[config.mk]
export PLATFORM = sky130hd
export DESIGN_NAME = ysyx_23060201_idu_stage
export DESIGN_NICKNAME = d
export VERILOG_FILES = /design/src/rtl/ysyx_23060201_idu_stage.sv
export SDC_FILE = /design/constraint.sdc
export NUM_CORES = 1
export LEC_CHECK = 0
export CORE_MARGIN = 1.5
export CORE_UTILIZATION = 46
export DETAILED_ROUTE_END_ITERATION = 10
export PLACE_DENSITY = 0.79
export SETUP_SLACK_MARGIN = 0.4
export SYNTH_ARGS = -nofsm -noshare
export SYNTH_HDL_FRONTEND = slang
export SYNTH_SLANG_ARGS = --single-unit
[constraint.sdc]
create_clock -name clk -period 2.3 [get_ports clk]
set_input_delay 0.345 -clock clk [delete_from_list [all_inputs] [get_ports clk]]
set_output_delay 0.345 -clock clk [all_outputs]
set_load 0.01 [all_outputs]
[src/rtl/ysyx_23060201_idu_stage.sv]
// rtl/ysyx_23060201_idu_stage.sv - pipelined RV32I/RV64I decode stage with optional 2-entry skid buffer
module ysyx_23060201_idu_stage #(
  parameter int XLEN  = 32,
  parameter int SKID  = 1,
  parameter int CNT_W = 32
) (
  input  logic             clk,
  input  logic             rst,
  input  logic             flush,
  input  logic             in_valid,
  output logic             in_ready,
  input  logic [XLEN-1:0]  in_pc,
  input  logic [31:0]      in_inst,
  output logic             out_valid,
  input  logic             out_ready,
  output logic [XLEN-1:0]  out_pc,
  output logic [6:0]       out_op,
  output logic [4:0]       out_rd,
  output logic [2:0]       out_func3,
  output logic [XLEN-1:0]  out_imm,
  output logic [1:0]       out_ren,
  output logic [4:0]       out_raddr1,
  output logic [4:0]       out_raddr2,
  output logic             out_wen,
  output logic             out_trap,
  output logic             out_illegal,
  output logic             trap_pulse,
  output logic [CNT_W-1:0] dec_cnt
);

  localparam logic [6:0] OP_R      = 7'b0110011;
  localparam logic [6:0] OP_I      = 7'b0010011;
  localparam logic [6:0] OP_LOAD   = 7'b0000011;
  localparam logic [6:0] OP_S      = 7'b0100011;
  localparam logic [6:0] OP_B      = 7'b1100011;
  localparam logic [6:0] OP_LUI    = 7'b0110111;
  localparam logic [6:0] OP_AUIPC  = 7'b0010111;
  localparam logic [6:0] OP_JAL    = 7'b1101111;
  localparam logic [6:0] OP_JALR   = 7'b1100111;
  localparam logic [6:0] OP_SYSTEM = 7'b1110011;
  localparam logic [6:0] OP_IMM32  = 7'b0011011;
  localparam logic [6:0] OP_32     = 7'b0111011;
  localparam bit         RV64      = (XLEN == 64);

  typedef struct packed {
    logic [XLEN-1:0] pc;
    logic [6:0]      op;
    logic [4:0]      rd;
    logic [2:0]      func3;
    logic [XLEN-1:0] imm;
    logic [1:0]      ren;
    logic [4:0]      raddr1;
    logic [4:0]      raddr2;
    logic            wen;
    logic            trap;
    logic            illegal;
  } bundle_t;

  // Immediates are built at 64 bits and truncated, so one set serves both XLENs.
  logic [63:0] imm_i, imm_s, imm_b, imm_u, imm_j, imm64;
  assign imm_i = {{52{in_inst[31]}}, in_inst[31:20]};
  assign imm_s = {{52{in_inst[31]}}, in_inst[31:25], in_inst[11:7]};
  assign imm_b = {{52{in_inst[31]}}, in_inst[7], in_inst[30:25], in_inst[11:8], 1'b0};
  assign imm_u = {{32{in_inst[31]}}, in_inst[31:12], 12'b0};
  assign imm_j = {{44{in_inst[31]}}, in_inst[19:12], in_inst[20], in_inst[30:21], 1'b0};

  bundle_t dec;

  always_comb begin
    dec        = '0;
    imm64      = '0;
    dec.pc     = in_pc;
    dec.op     = in_inst[6:0];
    dec.rd     = in_inst[11:7];
    dec.func3  = in_inst[14:12];
    dec.raddr1 = in_inst[19:15];
    dec.raddr2 = in_inst[24:20];
    dec.trap   = (in_inst == 32'h00100073);
    case (in_inst[6:0])
      OP_R:                     begin dec.ren = 2'b11; dec.wen = 1'b1; end
      OP_I, OP_LOAD, OP_JALR:   begin dec.ren = 2'b01; dec.wen = 1'b1; imm64 = imm_i; end
      OP_S:                     begin dec.ren = 2'b11; imm64 = imm_s; end
      OP_B:                     begin dec.ren = 2'b11; imm64 = imm_b; end
      OP_LUI:                   begin dec.wen = 1'b1; imm64 = imm_u; end
      OP_AUIPC:                 begin dec.wen = 1'b1; imm64 = imm_u; dec.func3 = 3'b0; end
      OP_JAL:                   begin dec.wen = 1'b1; imm64 = imm_j; dec.func3 = 3'b0; end
      OP_SYSTEM:                ;
      OP_IMM32: begin
        if (RV64) begin dec.ren = 2'b01; dec.wen = 1'b1; imm64 = imm_i; end
        else dec.illegal = 1'b1;
      end
      OP_32: begin
        if (RV64) begin dec.ren = 2'b11; dec.wen = 1'b1; end
        else dec.illegal = 1'b1;
      end
      default:                  dec.illegal = 1'b1;
    endcase
    if (dec.rd == 5'd0) dec.wen = 1'b0;
    dec.imm = imm64[XLEN-1:0];
  end

  // e0 is always the head presented on out_*; e1 only fills while e0 is stalled.
  bundle_t          e0_q, e0_d, e1_q, e1_d;
  logic [1:0]       cnt_q, cnt_d;
  logic             in_ready_q, in_ready_d;
  logic             trap_pulse_q, trap_pulse_d;
  logic [CNT_W-1:0] dec_cnt_q, dec_cnt_d;
  logic             push, pop;

  assign out_valid = (cnt_q != 2'd0);
  assign in_ready  = (SKID != 0) ? in_ready_q : (!out_valid || out_ready);
  assign push      = in_valid && in_ready && !flush;
  assign pop       = out_valid && out_ready;

  always_comb begin
    e0_d  = e0_q;
    e1_d  = e1_q;
    cnt_d = cnt_q;
    if (flush) begin
      cnt_d = 2'd0;
    end else begin
      case (cnt_q)
        2'd0: if (push) begin e0_d = dec; cnt_d = 2'd1; end
        2'd1: begin
          if (push && pop) e0_d = dec;
          else if (push) begin e1_d = dec; cnt_d = 2'd2; end
          else if (pop) cnt_d = 2'd0;
        end
        default: if (pop) begin e0_d = e1_q; cnt_d = 2'd1; end
      endcase
    end
    in_ready_d   = (cnt_d != 2'd2);
    trap_pulse_d = pop && e0_q.trap;
    dec_cnt_d    = dec_cnt_q + CNT_W'(pop);
  end

  always_ff @(posedge clk) begin
    if (rst) begin
      e0_q         <= '0;
      e1_q         <= '0;
      cnt_q        <= 2'd0;
      in_ready_q   <= 1'b1;
      trap_pulse_q <= 1'b0;
      dec_cnt_q    <= '0;
    end else begin
      e0_q         <= e0_d;
      e1_q         <= e1_d;
      cnt_q        <= cnt_d;
      in_ready_q   <= in_ready_d;
      trap_pulse_q <= trap_pulse_d;
      dec_cnt_q    <= dec_cnt_d;
    end
  end

  assign out_pc      = e0_q.pc;
  assign out_op      = e0_q.op;
  assign out_rd      = e0_q.rd;
  assign out_func3   = e0_q.func3;
  assign out_imm     = e0_q.imm;
  assign out_ren     = e0_q.ren;
  assign out_raddr1  = e0_q.raddr1;
  assign out_raddr2  = e0_q.raddr2;
  assign out_wen     = e0_q.wen;
  assign out_trap    = e0_q.trap;
  assign out_illegal = e0_q.illegal;
  assign trap_pulse  = trap_pulse_q;
  assign dec_cnt     = dec_cnt_q;

endmodule

==> qor.yml <==
grt:
  grt_util_all_layers_pct: 24.32
  grt_pass1_vias: 8446
  grt_pass1_wl_mm: 42.93
  grt_max_degree: 84
  overflow: 0
  antenna_found_initial: 0
setup_path:
  critPathMaxFanout: 6
  required_ns: 2.74
  cp.arrival_ns: 2.38
  end_kind: "flop"
  worstSetupPathType: "flop to flop"
  startpoint_type: "flop"
cts:
  clockRootBuffer: "clkbuf_16"
  cts-htree-levels: 1
  cts_made_buffers: 25
  clkSinkCount: 224
  cts-hold-fix-buffers: 0
  clock_path_buffers: 3
  clk_pin_slew_ns: 0.06
  clock_latency_ns: 0.51
  tritoncts: "yes"
yosys:
  ys_seq_area_share_pct: 47.78
  synth_warnings: 0
  ys_async_sr_fraction_pct: 0
  netlist-cell-type-count: 63
  syn_area_per_cell_um2: 8.595
  ys_seq_elements: 224
  synth_edf_count: 0
  synth_nets: 1163
  synthCells: 1092
  synth_area_um2: 9385
  synth_flop_cell: "dfxtp_1"
timing:
  fin_ws_ns: 0.3652
  drv_slew: 0
  min_period_over_period_pct: 84.12
  min_period_ns: 1.935
  report.final.hold_viol_count: 0
  rsz0062_at_grt: "true"
  tightest_slew_ns: 0.5255
  slew_headroom_pct: 64.84
  finClkSkew_ns: 0.01075
  fmax_mhz: 516.9
  finalSetupViolCount: 0
layout:
  antenna_cells: 0
  final_util_pct: 66.91
  finalNonFillerCells: 1631
  area_growth_pct: 43.33
  drive_gt1_share_pct: 14.99
  multi_input_area_um2: 4656
  fillerInstances: 1638
  fin_nets: 1415
  seq_area_um2: 4494
route:
  drc: 0
  via_per_inst: 5.458
  num_vias: 8902
  ant_nets: 0
  drtPass1Iterations: 5
  wl_per_cell_um: 16.92
  drt_iter0_drc: 501
  routed_wl_mm: 27.60
floorplan:
  die_h_um: 145.8
  die_x_um: 145.8
  start_util_pct: 46.68
  die_area_um2: 21270
  rows: 52
  coreArea_um2: 20100
  ios: 198
status:
  outcome: "finished, final reports clean"
placement:
  placed_cells: 1574
  place_hpwl_mm: 18.14
  port_buffers: 197
  place.gp.congestion: 0.9038
  dpl_worst_slack_ns: -0.2292
pwr:
  power_w: 0.009232
  power_density_nw_per_um2: 686.3
  ir_drop_mv: 0.5481
  p_leak_nw: 4.741
hold_path:
  hold_class: "input pin to flop"
job:
  max-cap-violations: 0
## worst max-delay path: stages, from the launching register on
cell	delay, ns
dfxtp_4	0.35
or2_4	0.12
and2_4	0.14
ha_4	0.14
ha_4	0.12
nand4_1	0.12
or3_4	0.45
or3_1	0.32
a21oi_1	0.11
## what timing repair did
| action | 4_1_cts | 5_1_grt |
|---|---|---|
| gates cloned | 0 | 4 |
| pin swaps | 4 | 3 |
| buffers inserted | 3 | 6 |
| endpoints found under the setup margin | 22 | 77 |
| resized for setup | 8 | 32 |
## layer usage
layer  up-vias  GRT usage [%]  share of wire, %
li1       4349              -                 -
met1      4136          32.70                45
met2       361          39.26                46
met3        56          3.699               6.4
met4         0          9.745               2.9
met5         -              0                 0
## state kept, by name (all words and copies together) (netlist names)
register     count
in_ready         1
out_ren          2
out_raddr2       5
out_trap         1
out_rd           5
out_func3        3
out_wen          1
cnt_q            2
e1_q            94
out_imm         32
dec_cnt         32
trap_pulse       1
out_op           7
out_pc          32
out_raddr1       5
out_illegal      1
## synth_stat cells, types with 4 or more instances
cell | number | area, um^2
dfxtp_1 | 224 | 4484
nand2_1 | 171 | 641.9
nor2_1 | 153 | 574.3
a211oi_1 | 82 | 615.6
a21oi_1 | 80 | 400.4
clkbuf_1 | 57 | 214.0
mux2i_1 | 55 | 550.5
o21ai_0 | 29 | 145.1
buf_2 | 24 | 120.1
nor3_1 | 22 | 110.1
a221oi_1 | 20 | 175.2
nand3_1 | 16 | 80.08
xor2_1 | 16 | 140.1
a22oi_1 | 13 | 97.59
xnor2_1 | 13 | 113.9
nand4_1 | 9 | 56.30
inv_1 | 8 | 30.03
nand3b_1 | 7 | 52.55
nand4b_1 | 6 | 52.55
nor4_1 | 6 | 37.54
o21ai_1 | 6 | 30.03
and2_1 | 5 | 31.28
nor3b_1 | 5 | 37.54
o211ai_2 | 5 | 62.56
and3_1 | 4 | 25.02
nor2b_1 | 4 | 25.02
or3_1 | 4 | 25.02
## path summary, 6_finish.rpt
check,from,endpoint,cells after the start,slack [ns]
worst max register to register,cnt_q[1],dec_cnt[24],8,0.37
worst min register to register,e1_q[51],e1_q[51],2,0.45
worst min-delay path,rst,dec_cnt[25],2,0.25
worst max-delay path,cnt_q[1],dec_cnt[24],8,0.37
## power breakdown
| part | switching (W) | leakage, nW | internal, W |
|---|---|---|---|
| clock network | 0.00158 | 0.429 | 0.00260 |
| logic | 0.000483 | 2.49 | 0.000521 |
| registers | 0.0000634 | 1.82 | 0.00399 |
| total | 0.00212 | 4.74 | 0.00711 |
## cells in the final DEF (no fill, tap or decap), types with 5 or more instances in the layout
master / synthesis / final
a221oi_1: 20 / 20
a22oi_1: 13 / 13
nand2_1: 171 / 170
nor3_1: 22 / 19
nand4_1: 9 / 9
o21ai_1: 6 / 7
xnor2_1: 13 / 13
clkbuf_16: 0 / 29
clkinv_2: 0 / 5
a21oi_1: 80 / 78
xor2_1: 16 / 16
nor2_1: 153 / 153
clkbuf_8: 0 / 5
dfxtp_1: 224 / 218
nand3b_1: 7 / 7
nand3_1: 16 / 13
mux2i_1: 55 / 55
dfxtp_2: 0 / 5
o211ai_2: 5 / 5
nand4b_1: 6 / 6
nor4_1: 6 / 6
buf_12: 0 / 8
inv_1: 8 / 8
buf_6: 1 / 6
clkdlybuf4s50_1: 0 / 191
buf_4: 1 / 94
o21ai_0: 29 / 28
a211oi_1: 82 / 80
## layout make-up
class,instances,area share (%)
Tap cell,270,2.511
Clock inverter,10,1.144
Sequential cell,224,33.41
Multi-Input combinational cell,774,34.61
Timing Repair Buffer,311,22.83
Clock buffer,34,5.274
Inverter,8,0.2232
## per-stage QoR
step,instance area (um^2),TNS (ns),hold slack [ns]
after floorplan,9433,0,0.4281
after global placement,12280,-1.540,0.4398
after detailed placement,12280,-5.243,0.4444
after CTS,13190,0,0.2202
after global routing,13450,0,0.2524
final,13450,0,0.2455
## cells by family (layout without fill, tap and decap cells)
| family | count (synthesis) | in the layout | synth area share, % |
|---|---|---|---|
| flip-flops | 224 | 224 | 47.78 |
| adder cells (fa/ha/maj) | 2 | 2 | 0.2666 |
| AO/OA/AOI/OAI | 251 | 251 | 17.74 |
| XOR/XNOR | 29 | 29 | 2.706 |
| multiplexers | 55 | 55 | 5.866 |
| AND/OR/NAND/NOR | 437 | 437 | 21.44 |
| buffers and inverters | 94 | 363 | 4.200 |
Note: power is estimated with default switching activity, not from simulation.
